**config.mk**
```make
export PLATFORM = sky130hd
export DESIGN_NAME = store_data_align
export DESIGN_NICKNAME = d
export VERILOG_FILES = /design/src/rtl/store_pkg.sv /design/src/rtl/store_beat_fifo.sv /design/src/rtl/store_data_align.sv
export SDC_FILE = /design/constraint.sdc
export NUM_CORES = 1
export LEC_CHECK = 0
export BUFFER_PORTS_ARGS = -buffer_cell sky130_fd_sc_hd__buf_2
export CAP_MARGIN = 15
export CELL_PAD_IN_SITES_DETAIL_PLACEMENT = 0
export CELL_PAD_IN_SITES_GLOBAL_PLACEMENT = 2
export CORE_AREA = 2 2 115 229
export DETAILED_ROUTE_END_ITERATION = 6
export DIE_AREA = 0 0 117 231
export GPL_TIMING_DRIVEN = 1
export PLACE_DENSITY_LB_ADDON = 0.1
export SYNTH_ARGS = -nofsm -noshare
export SYNTH_HDL_FRONTEND = slang
export SYNTH_SLANG_ARGS = --single-unit
export TNS_END_PERCENT = 10
```
**constraint.sdc**
```tcl
create_clock -name clk -period 22.2 [get_ports clk]
set_input_delay 1.11 -clock clk [delete_from_list [all_inputs] [get_ports clk]]
set_output_delay 1.11 -clock clk [all_outputs]
set_load 0.005 [all_outputs]
```
**src/rtl/store_pkg.sv**
```systemverilog
// Shared types and helpers for the store alignment path.
// Beat = word address, byte enables, lane-rotated write data.
package store_pkg;

  localparam logic [2:0] ST_WORD = 3'b000;
  localparam logic [2:0] ST_BYTE = 3'b001;
  localparam logic [2:0] ST_HALF = 3'b010;

  typedef struct packed {
    logic [29:0] addr;
    logic [3:0]  be;
    logic [31:0] wdata;
  } st_beat_t;

  // Rotate left by whole bytes so byte 0 of the register lands on lane off.
  function automatic logic [31:0] rotl_bytes(input logic [31:0] data,
                                             input logic [1:0]  off);
    logic [31:0] r;
    case (off)
      2'd0:    r = data;
      2'd1:    r = {data[23:0], data[31:24]};
      2'd2:    r = {data[15:0], data[31:16]};
      default: r = {data[7:0],  data[31:8]};
    endcase
    return r;
  endfunction

endpackage

```
**src/rtl/store_beat_fifo.sv**
```systemverilog
// Synchronous beat FIFO: up to two pushes and one pop per cycle.
// Head reads zero while empty; storage itself is never reset.
module store_beat_fifo
  import store_pkg::*;
#(
  parameter int DEPTH = 4
) (
  input  logic                   clk,
  input  logic                   rst,
  input  logic [1:0]             i_push_cnt,
  input  st_beat_t               i_beat0,
  input  st_beat_t               i_beat1,
  input  logic                   i_pop,
  output st_beat_t               o_head,
  output logic                   o_empty,
  output logic [$clog2(DEPTH):0] o_free
);

  localparam int AW = $clog2(DEPTH);

  st_beat_t      r_mem [DEPTH];
  logic [AW-1:0] r_wr_ptr;
  logic [AW-1:0] r_rd_ptr;
  logic [AW:0]   r_count;

  logic          w_pop;
  logic [AW-1:0] w_wr_nxt;

  assign w_pop    = i_pop && (r_count != '0);
  assign w_wr_nxt = r_wr_ptr + AW'(1);

  always_ff @(posedge clk) begin
    if (rst) begin
      r_wr_ptr <= '0;
      r_rd_ptr <= '0;
      r_count  <= '0;
    end else begin
      r_wr_ptr <= r_wr_ptr + AW'(i_push_cnt);
      r_rd_ptr <= r_rd_ptr + AW'(w_pop);
      r_count  <= r_count + (AW+1)'(i_push_cnt) - (AW+1)'(w_pop);
    end
  end

  always_ff @(posedge clk) begin
    if (!rst) begin
      if (i_push_cnt != 2'd0) r_mem[r_wr_ptr] <= i_beat0;
      if (i_push_cnt == 2'd2) r_mem[w_wr_nxt] <= i_beat1;
    end
  end

  assign o_empty = (r_count == '0);
  assign o_head  = o_empty ? '0 : r_mem[r_rd_ptr];
  assign o_free  = (AW+1)'(DEPTH) - r_count;

endmodule

```
**src/rtl/store_data_align.sv**
```systemverilog
// Turns SB/SH/SW requests into word-aligned memory beats via a small FIFO.
// STORE_MISALIGN_SPLIT_EN: split misaligned stores instead of reporting them.
module store_data_align
  import store_pkg::*;
#(
  parameter int DEPTH = 4
) (
  input  logic        clk,
  input  logic        rst,
  input  logic        req_valid,
  output logic        req_ready,
  input  logic [2:0]  StFunct,
  input  logic [31:0] Addr,
  input  logic [31:0] Din,
  output logic        mem_valid,
  input  logic        mem_ready,
  output logic [31:0] mem_addr,
  output logic [3:0]  mem_be,
  output logic [31:0] mem_wdata,
  output logic        misalign_err,
  output logic        busy
);

  localparam int AW = $clog2(DEPTH);

  logic [1:0]  w_off;
  logic [29:0] w_word;
  logic [31:0] w_rot;
  logic [3:0]  w_be0;
  logic [3:0]  w_be1;
  logic [3:0]  w_sw_mask;
  logic        w_accept;
  logic [1:0]  w_push_cnt;
  st_beat_t    w_beat0;
  st_beat_t    w_beat1;
  st_beat_t    w_head;
  logic        w_empty;
  logic [AW:0] w_free;
`ifdef STORE_MISALIGN_SPLIT_EN
  logic        w_two;
`else
  logic        w_mis;
  logic        r_err;
`endif

  assign w_off     = Addr[1:0];
  assign w_word    = Addr[31:2];
  assign w_rot     = rotl_bytes(Din, w_off);
  assign w_sw_mask = 4'b1111 << w_off;

  // Two free slots are always demanded so a split store never needs a stall.
  assign req_ready = (w_free >= (AW+1)'(2));
  assign w_accept  = req_valid && req_ready;

  always_comb begin
    w_be0 = 4'b0000;
    w_be1 = 4'b0000;
`ifdef STORE_MISALIGN_SPLIT_EN
    w_two = 1'b0;
`else
    w_mis = 1'b0;
`endif
    case (StFunct)
      ST_BYTE: w_be0 = 4'b0001 << w_off;
      ST_HALF: begin
        case (w_off)
          2'd0: w_be0 = 4'b0011;
          2'd2: w_be0 = 4'b1100;
`ifdef STORE_MISALIGN_SPLIT_EN
          2'd1: w_be0 = 4'b0110;
          default: begin
            w_be0 = 4'b1000;
            w_be1 = 4'b0001;
            w_two = 1'b1;
          end
`else
          default: w_mis = 1'b1;
`endif
        endcase
      end
      default: begin
`ifdef STORE_MISALIGN_SPLIT_EN
        w_be0 = w_sw_mask;
        w_be1 = ~w_sw_mask;
        w_two = (w_off != 2'd0);
`else
        w_be0 = w_sw_mask;
        w_mis = (w_off != 2'd0);
`endif
      end
    endcase
  end

`ifdef STORE_MISALIGN_SPLIT_EN
  assign w_push_cnt   = !w_accept ? 2'd0 : (w_two ? 2'd2 : 2'd1);
  assign misalign_err = 1'b0;
`else
  assign w_push_cnt   = (w_accept && !w_mis) ? 2'd1 : 2'd0;
  assign misalign_err = r_err;

  always_ff @(posedge clk) begin
    if (rst) r_err <= 1'b0;
    else     r_err <= w_accept && w_mis;
  end
`endif

  // Second beat of a split lands in the next word; the address wraps naturally.
  assign w_beat0 = '{addr: w_word,         be: w_be0, wdata: w_rot};
  assign w_beat1 = '{addr: w_word + 30'd1, be: w_be1, wdata: w_rot};

  store_beat_fifo #(.DEPTH(DEPTH)) u_fifo (
    .clk        (clk),
    .rst        (rst),
    .i_push_cnt (w_push_cnt),
    .i_beat0    (w_beat0),
    .i_beat1    (w_beat1),
    .i_pop      (mem_ready),
    .o_head     (w_head),
    .o_empty    (w_empty),
    .o_free     (w_free)
  );

  assign busy      = !w_empty;
  assign mem_valid = !w_empty;
  assign mem_addr  = {w_head.addr, 2'b00};
  assign mem_be    = w_head.be;
  assign mem_wdata = w_head.wdata;

endmodule

```
==> flow_metrics.env, run 1 <==
export IMPL_vias_per_cell=5.338
export IMPL_leakagePower_uw=0.004407
export IMPL_grt_overflow=0
export IMPL_ys_ff_latch=272
export IMPL_ys_seq_area_share_pct=71.72
export IMPL_path_max_fanout=36
export IMPL_yosysWarningCount=0
export IMPL_synth_top_family_by_area="multiplexers"
export IMPL_rows=83
export IMPL_die_w_um=117
export IMPL_synth_compound_area_share_pct=0.2885
export IMPL_endpoint_kind="output pin"
export IMPL_ant_nets=0
export IMPL_grt_pass1_vias=5694
export IMPL_wl_per_cell_um=21.03
export IMPL_postCtsHoldBufs=0
export IMPL_nFillCells=2104
export IMPL_rsz0062_at_grt="no"
export IMPL_maxCapViolCount=0
export IMPL_cp_startpoint="u_fifo.r_rd_ptr[0]"
export IMPL_rr_startpoint="u_fifo.r_count[1]"
export IMPL_yosys_area_share_simple_pct=5.026
export IMPL_status="complete, no violations"
export IMPL_cts_max_path_buffers=3
export IMPL_synth_mux_area_fraction_pct=19.66
export IMPL_peakVddDrop_mv=0.07844
export IMPL_crit_chain="buf_4 > mux4_2 > and2_1 > buf_2"
export IMPL_design_area_um2=13130
export IMPL_drive_gt1_share_pct=42.67
export IMPL_grt_pass1_wl_mm=32.73
export IMPL_slew_headroom_pct=36.77
export IMPL_grt_max_degree=69
export IMPL_path_clk_slew_ps=70
export IMPL_root_buffer="clkbuf_16"
export IMPL_synth_distinct_cells=30
export IMPL_areaGrowthSynthToFinish_pct=16.41
export IMPL_first_pass_iters=4
export IMPL_r2r_slack_ps=19210
export IMPL_clock_skew_ps=10.19
export IMPL_finalSetupTns_ps=0
export IMPL_dp_hpwl_mm=12.70
export IMPL_synth_area_um2=11280
export IMPL_cts_buffers=25
export IMPL_postPlaceCellArea_um2=12340
export IMPL_die_h_um=231
export IMPL_holdCritStartpoint="u_fifo.r_count[2]"
export IMPL_cp_slowest_stage_delay_ps=800
export IMPL_start_util_pct=44.32
export IMPL_critPathKind="reg -> out"
export IMPL_drtIter0Drc=293
export IMPL_period_needed_ps=4105
export IMPL_drc=0
export IMPL_grt_total_usage_pct=16.38
export IMPL_crit_required_ps=21090
export IMPL_min_path_type="reg -> reg"
export IMPL_critPathSlowestCell="dfxtp_4"
export IMPL_hold_viol_final=0
export IMPL_cts_repair_resized=0
export IMPL_slew_viol_final=0
export IMPL_antenna_cells=0
export IMPL_tightestPinTransition_ps=948.4
export IMPL_die_area_um2=27030
export IMPL_routed_wl_mm=21.65
export IMPL_clock_latency_ps=520
export IMPL_crit_arrival_ps=2990
export IMPL_power_density_nw_per_um2=102.0
export IMPL_final_nets=750
export IMPL_synth_xor_area_share_pct=0.3107
export IMPL_period_share_pct=18.49
export IMPL_post_cts_buffers=0
export IMPL_synth_adder_area_share_pct=0.9542
export IMPL_setup_violations=0
export IMPL_syn_avg_cell_area_um2=21.60
export IMPL_synth_cells=522
export IMPL_antenna_found_initial=0
export IMPL_cts_sinks=272
export IMPL_io_pins=143
export IMPL_fmax_ghz=0.2436
export IMPL_crit_buf_inv=2
export IMPL_core_area_um2=25440
export IMPL_port_buffers=140
export IMPL_worstSetupStartpointType="flop"
export IMPL_cp_top_family="buffers and inverters"
export IMPL_tritoncts="yes"
export IMPL_vias=5493
export IMPL_gp_congestion=0.7321
export IMPL_htreeDepth=1
==> where the power goes <==
| part | switching (µW) | leakage, µW | internal [µW] |
|---|---|---|---|
| clock network | 176 | 0.000383 | 241 |
| registers | 22.4 | 0.00245 | 588 |
| logic | 143 | 0.00158 | 169 |
| total | 342 | 0.00441 | 998 |
==> final timing paths <==
| path | to | cells past startpoint |
|---|---|---|
| setup / recovery | mem_wdata[12] | 4 |
| hold / removal | u_fifo.r_count[2] | 3 |
| setup reg to reg | u_fifo.r_count[2] | 14 |
| hold reg to reg | u_fifo.r_count[2] | 3 |
==> layer usage <==
layer	vias to the layer above	share of wire (%)	track usage, %
met3	28	4.6	1.995
met2	141	53	28.29
li1	2438	-	-
met4	0	2.0	4.485
met1	2886	41	21.84
met5	-	0	0
==> synth_stat cells <==
cell type,instances,area share [%]
buf_4,7,0.47
nand2_1,3,0.10
nor4b_1,3,0.23
buf_2,10,0.44
mux4_2,98,20
xnor2_1,4,0.31
nor4_1,1,0.056
o21ai_0,1,0.044
nand2b_1,2,0.11
clkbuf_1,7,0.23
nor2_1,6,0.20
mux2i_1,1,0.089
a21oi_1,4,0.18
nor3_2,1,0.089
conb_1,1,0.033
fa_1,1,0.18
buf_6,5,0.50
or2_2,1,0.056
and2_1,66,3.7
a211oi_1,1,0.067
and3_1,1,0.056
edfxtp_1,264,70
inv_1,8,0.27
or3b_2,1,0.078
ha_1,7,0.78
nor2b_1,5,0.28
dfxtp_1,8,1.4
nor3_1,1,0.044
buf_1,3,0.10
nor3b_1,1,0.067
==> tightest hold or removal path, stage by stage, from the launching register on <==
cell     delay [ps]
dfxtp_1         300
inv_1            80
xnor2_1          80
nor2_1           70
==> cell usage in the layout, fill, tap and decap left out, types with 4 or more instances in the layout <==
| cell | count |
|---|---|
| dfxtp_1 | 6 |
| mux4_2 | 98 |
| clkinv_1 | 6 |
| xnor2_1 | 4 |
| a21oi_1 | 4 |
| nor2b_1 | 5 |
| inv_1 | 7 |
| buf_2 | 140 |
| clkbuf_16 | 25 |
| buf_4 | 13 |
| clkbuf_1 | 6 |
| clkinv_2 | 4 |
| edfxtp_1 | 264 |
| nor2_1 | 6 |
| ha_1 | 7 |
| and2_1 | 66 |
==> registers in the layout (all words and copies together), names as in the netlist <==
name	count
u_fifo.r_count	3
u_fifo.r_rd_ptr	2
misalign_err	1
u_fifo.r_mem	264
u_fifo.r_wr_ptr	2
==> layout make-up <==
class	count	area (µm²)	area share, %
Clock buffer	31	648.1	4.937
Clock inverter	14	140.1	1.067
Inverter	8	30.03	0.2287
Multi-Input combinational cell	211	2990	22.78
Sequential cell	272	8095	61.67
Tap cell	340	425.4	3.241
Timing Repair Buffer	153	798.3	6.081
==> metrics by stage <==
step | power [µW] | util [%] | instances | hold slack, ps | setup slack, ps
final | 1340 | 51.60 | 1029 | 563.8 | 18100
after global routing | 1412 | 51.60 | 1029 | 610.5 | 17820
after CTS | 1368 | 51.60 | 1029 | 568.5 | 17930
after detailed placement | 947.5 | 48.50 | 984 | 552.0 | 17960
after global placement | 945.0 | 48.50 | 984 | 544.9 | 18000
after floorplan | 829.1 | - | 523 | 511.0 | 12960
==> cells by family (layout without fill, tap and decap cells) <==
family / Yosys count / in the layout
AOI/OAI and AO/OA: 6 / 6
buffers and inverters: 40 / 206
and+or+nand+nor: 92 / 92
adders and majority gates: 8 / 8
xor gates and xnor gates: 4 / 4
muxes: 99 / 99
other: 1 / 2
DFF: 272 / 272
(Power assumes the default switching activity.)
==> run 2, diff against run 1 <==
--- a/config.mk
+++ b/config.mk
@@ -9,9 +9,9 @@
 export CAP_MARGIN = 15
 export CELL_PAD_IN_SITES_DETAIL_PLACEMENT = 0
 export CELL_PAD_IN_SITES_GLOBAL_PLACEMENT = 2
-export CORE_AREA = 2 2 115 229
+export CORE_AREA = 2 2 117 232
 export DETAILED_ROUTE_END_ITERATION = 6
-export DIE_AREA = 0 0 117 231
+export DIE_AREA = 0 0 119 234
 export GPL_TIMING_DRIVEN = 1
 export PLACE_DENSITY_LB_ADDON = 0.1
 export SYNTH_ARGS = -nofsm -noshare
==> constraint.sdc (replaced) <==
create_clock -name clk -period 4.05 [get_ports clk]
set_input_delay 0.2025 -clock clk [delete_from_list [all_inputs] [get_ports clk]]
set_output_delay 0.2025 -clock clk [all_outputs]
set_load 0.005 [all_outputs]
==> flow_metrics.env, run 2 (synthesis results as in run 1) <==
export IMPL_critPathSlowestCell="or3b_2"
export IMPL_dp_hpwl_mm=14.75
export IMPL_critPathKind="reg -> reg"
export IMPL_drive_gt1_share_pct=41.39
export IMPL_root_buffer="clkbuf_16"
export IMPL_cts_max_path_buffers=3
export IMPL_tritoncts="yes"
export IMPL_dp_slack_ps=1036
export IMPL_fmax_ghz=0.3326
export IMPL_largest_register="u_fifo.r_mem"
export IMPL_fin_util_pct=51.51
export IMPL_slew_headroom_pct=29.24
export IMPL_hold_viol_final=0
export IMPL_grt_overflow=0
export IMPL_path_max_fanout=4
export IMPL_crit_arrival_ps=3410
export IMPL_drc=0
export IMPL_wl_per_cell_um=21.72
export IMPL_drtIter0Drc=282
export IMPL_io_pins=143
export IMPL_cts_buffers=25
export IMPL_period_share_pct=74.24
export IMPL_final_common_cell="edfxtp_1"
export IMPL_path_common_cell="ha_1"
export IMPL_finalSetupTns_ps=0
export IMPL_antenna_cells=0
export IMPL_port_buffers=140
export IMPL_grt_total_usage_pct=16.95
export IMPL_clock_skew_ps=11.76
export IMPL_met1_length_mm=8.497
export IMPL_setup_violations=0
export IMPL_cp_top_family="adder cells"
export IMPL_post_cts_buffers=0
export IMPL_cp_startpoint="u_fifo.r_count[1]"
export IMPL_leakagePower_uw=0.004537
export IMPL_routed_wl_mm=23.11
export IMPL_crit_chain="inv_1 > ha_1 > ha_1 > or3b_2 > nand2_1 > or2_2 > ha_1 > inv_1 > ha_1 > inv_1 > fa_1 > xnor2_1 > xnor2_1 > nor2_1"
export IMPL_first_pass_iters=6
export IMPL_rr_startpoint="u_fifo.r_count[1]"
export IMPL_antenna_found_initial=0
export IMPL_holdCritStartpoint="Addr[1]"
export IMPL_tightestPinTransition_ps=1061
export IMPL_areaGrowthSynthToFinish_pct=19.53
export IMPL_power_density_nw_per_um2=548.0
export IMPL_worstSetupStartpointType="flop"
export IMPL_cts_sinks=272
export IMPL_setup_slack_ps=1043
export IMPL_topRoutingLayerUsed="met4"
export IMPL_die_area_um2=27850
export IMPL_die_w_um=119
export IMPL_status="complete, no violations"
export IMPL_vias=5610
export IMPL_gp_congestion=0.6806
export IMPL_grt_pass1_wl_mm=35.25
export IMPL_path_clk_slew_ps=70
export IMPL_cp_slowest_stage_delay_ps=490
export IMPL_die_h_um=234
export IMPL_design_area_um2=13480
export IMPL_maxCapViolCount=0
export IMPL_crit_buf_inv=3
export IMPL_route_met2_wl_mm=13.44
export IMPL_min_path_type="in -> reg"
export IMPL_grt_max_degree=69
export IMPL_vias_per_cell=5.273
export IMPL_largest_reg_flops=264
export IMPL_postPlaceCellArea_um2=12390
export IMPL_htreeDepth=1
export IMPL_rows=84
export IMPL_layout_common_cells="edfxtp_1 (264), buf_2 (140), mux4_2 (98)"
export IMPL_top_regs="u_fifo.r_mem (264), u_fifo.r_count (3)"
export IMPL_endpoint_kind="flop"
export IMPL_ant_nets=0
export IMPL_period_needed_ps=3007
export IMPL_slew_viol_final=0
export IMPL_final_nets=781
export IMPL_crit_required_ps=4460
export IMPL_rsz0062_at_grt="no"
export IMPL_nFillCells=2173
export IMPL_start_util_pct=43.09
export IMPL_grt_pass1_vias=6190
export IMPL_met3_length_um=845
export IMPL_core_area_um2=26170
export IMPL_peakVddDrop_mv=0.3425
export IMPL_clock_latency_ps=520
-- run 2: final cells by class --
class,instances,area (µm²),share of cell area (%)
clock inverters,14,131.4,0.9747
flip-flops and latches,272,8095,60.06
clock buffers,31,648.1,4.808
well taps,344,430.4,3.193
multi-input cells,211,3023,22.43
repair buffers,184,1121,8.317
inverters,8,30.03,0.2228
-- run 2: final timing paths --
check	end	slack [ps]	cells after the start
min reg2reg	u_fifo.r_count[2]	580	3
min	u_fifo.r_mem[1][32]	60	2
max	u_fifo.r_count[2]	1040	14
max reg2reg	u_fifo.r_count[2]	1040	14
-- run 2: through the flow --
stage,hold WS [ps],instances,total power [µW]
6_report,59.20,1064,7387
3_5_place_dp,424.9,988,5265
2_1_floorplan,269.2,523,4541
4_1_cts,17.48,1064,7551
3_3_place_gp,413.8,988,5224
5_1_grt,40.45,1064,7771
-- run 2: worst register-to-register path: stages, from the launching register on --
cell	delay, ps
dfxtp_1	430
inv_1	80
ha_1	200
ha_1	270
or3b_2	490
nand2_1	100
or2_2	110
ha_1	220
inv_1	50
ha_1	130
inv_1	50
fa_1	400
xnor2_1	180
xnor2_1	130
nor2_1	50
-- run 2: per-layer routing --
layer / vias to the layer above / GRT usage, %
met5: - / 0
met4: 0 / 4.688
met3: 22 / 2.067
met2: 137 / 33.26
met1: 2958 / 19.12
li1: 2493 / -
-- run 2: where the power goes --
part | internal (µW) | total [µW] | switching, µW
clock | 1270 | 2250 | 980
sequential | 3220 | 3380 | 157
combinational | 964 | 1760 | 796
total | 5450 | 7390 | 1930
-- run 2: repair_timing --
item	CTS	global route
endpoints found under the hold margin	127	0
hold buffers	31	0
gates resized for setup	0	0
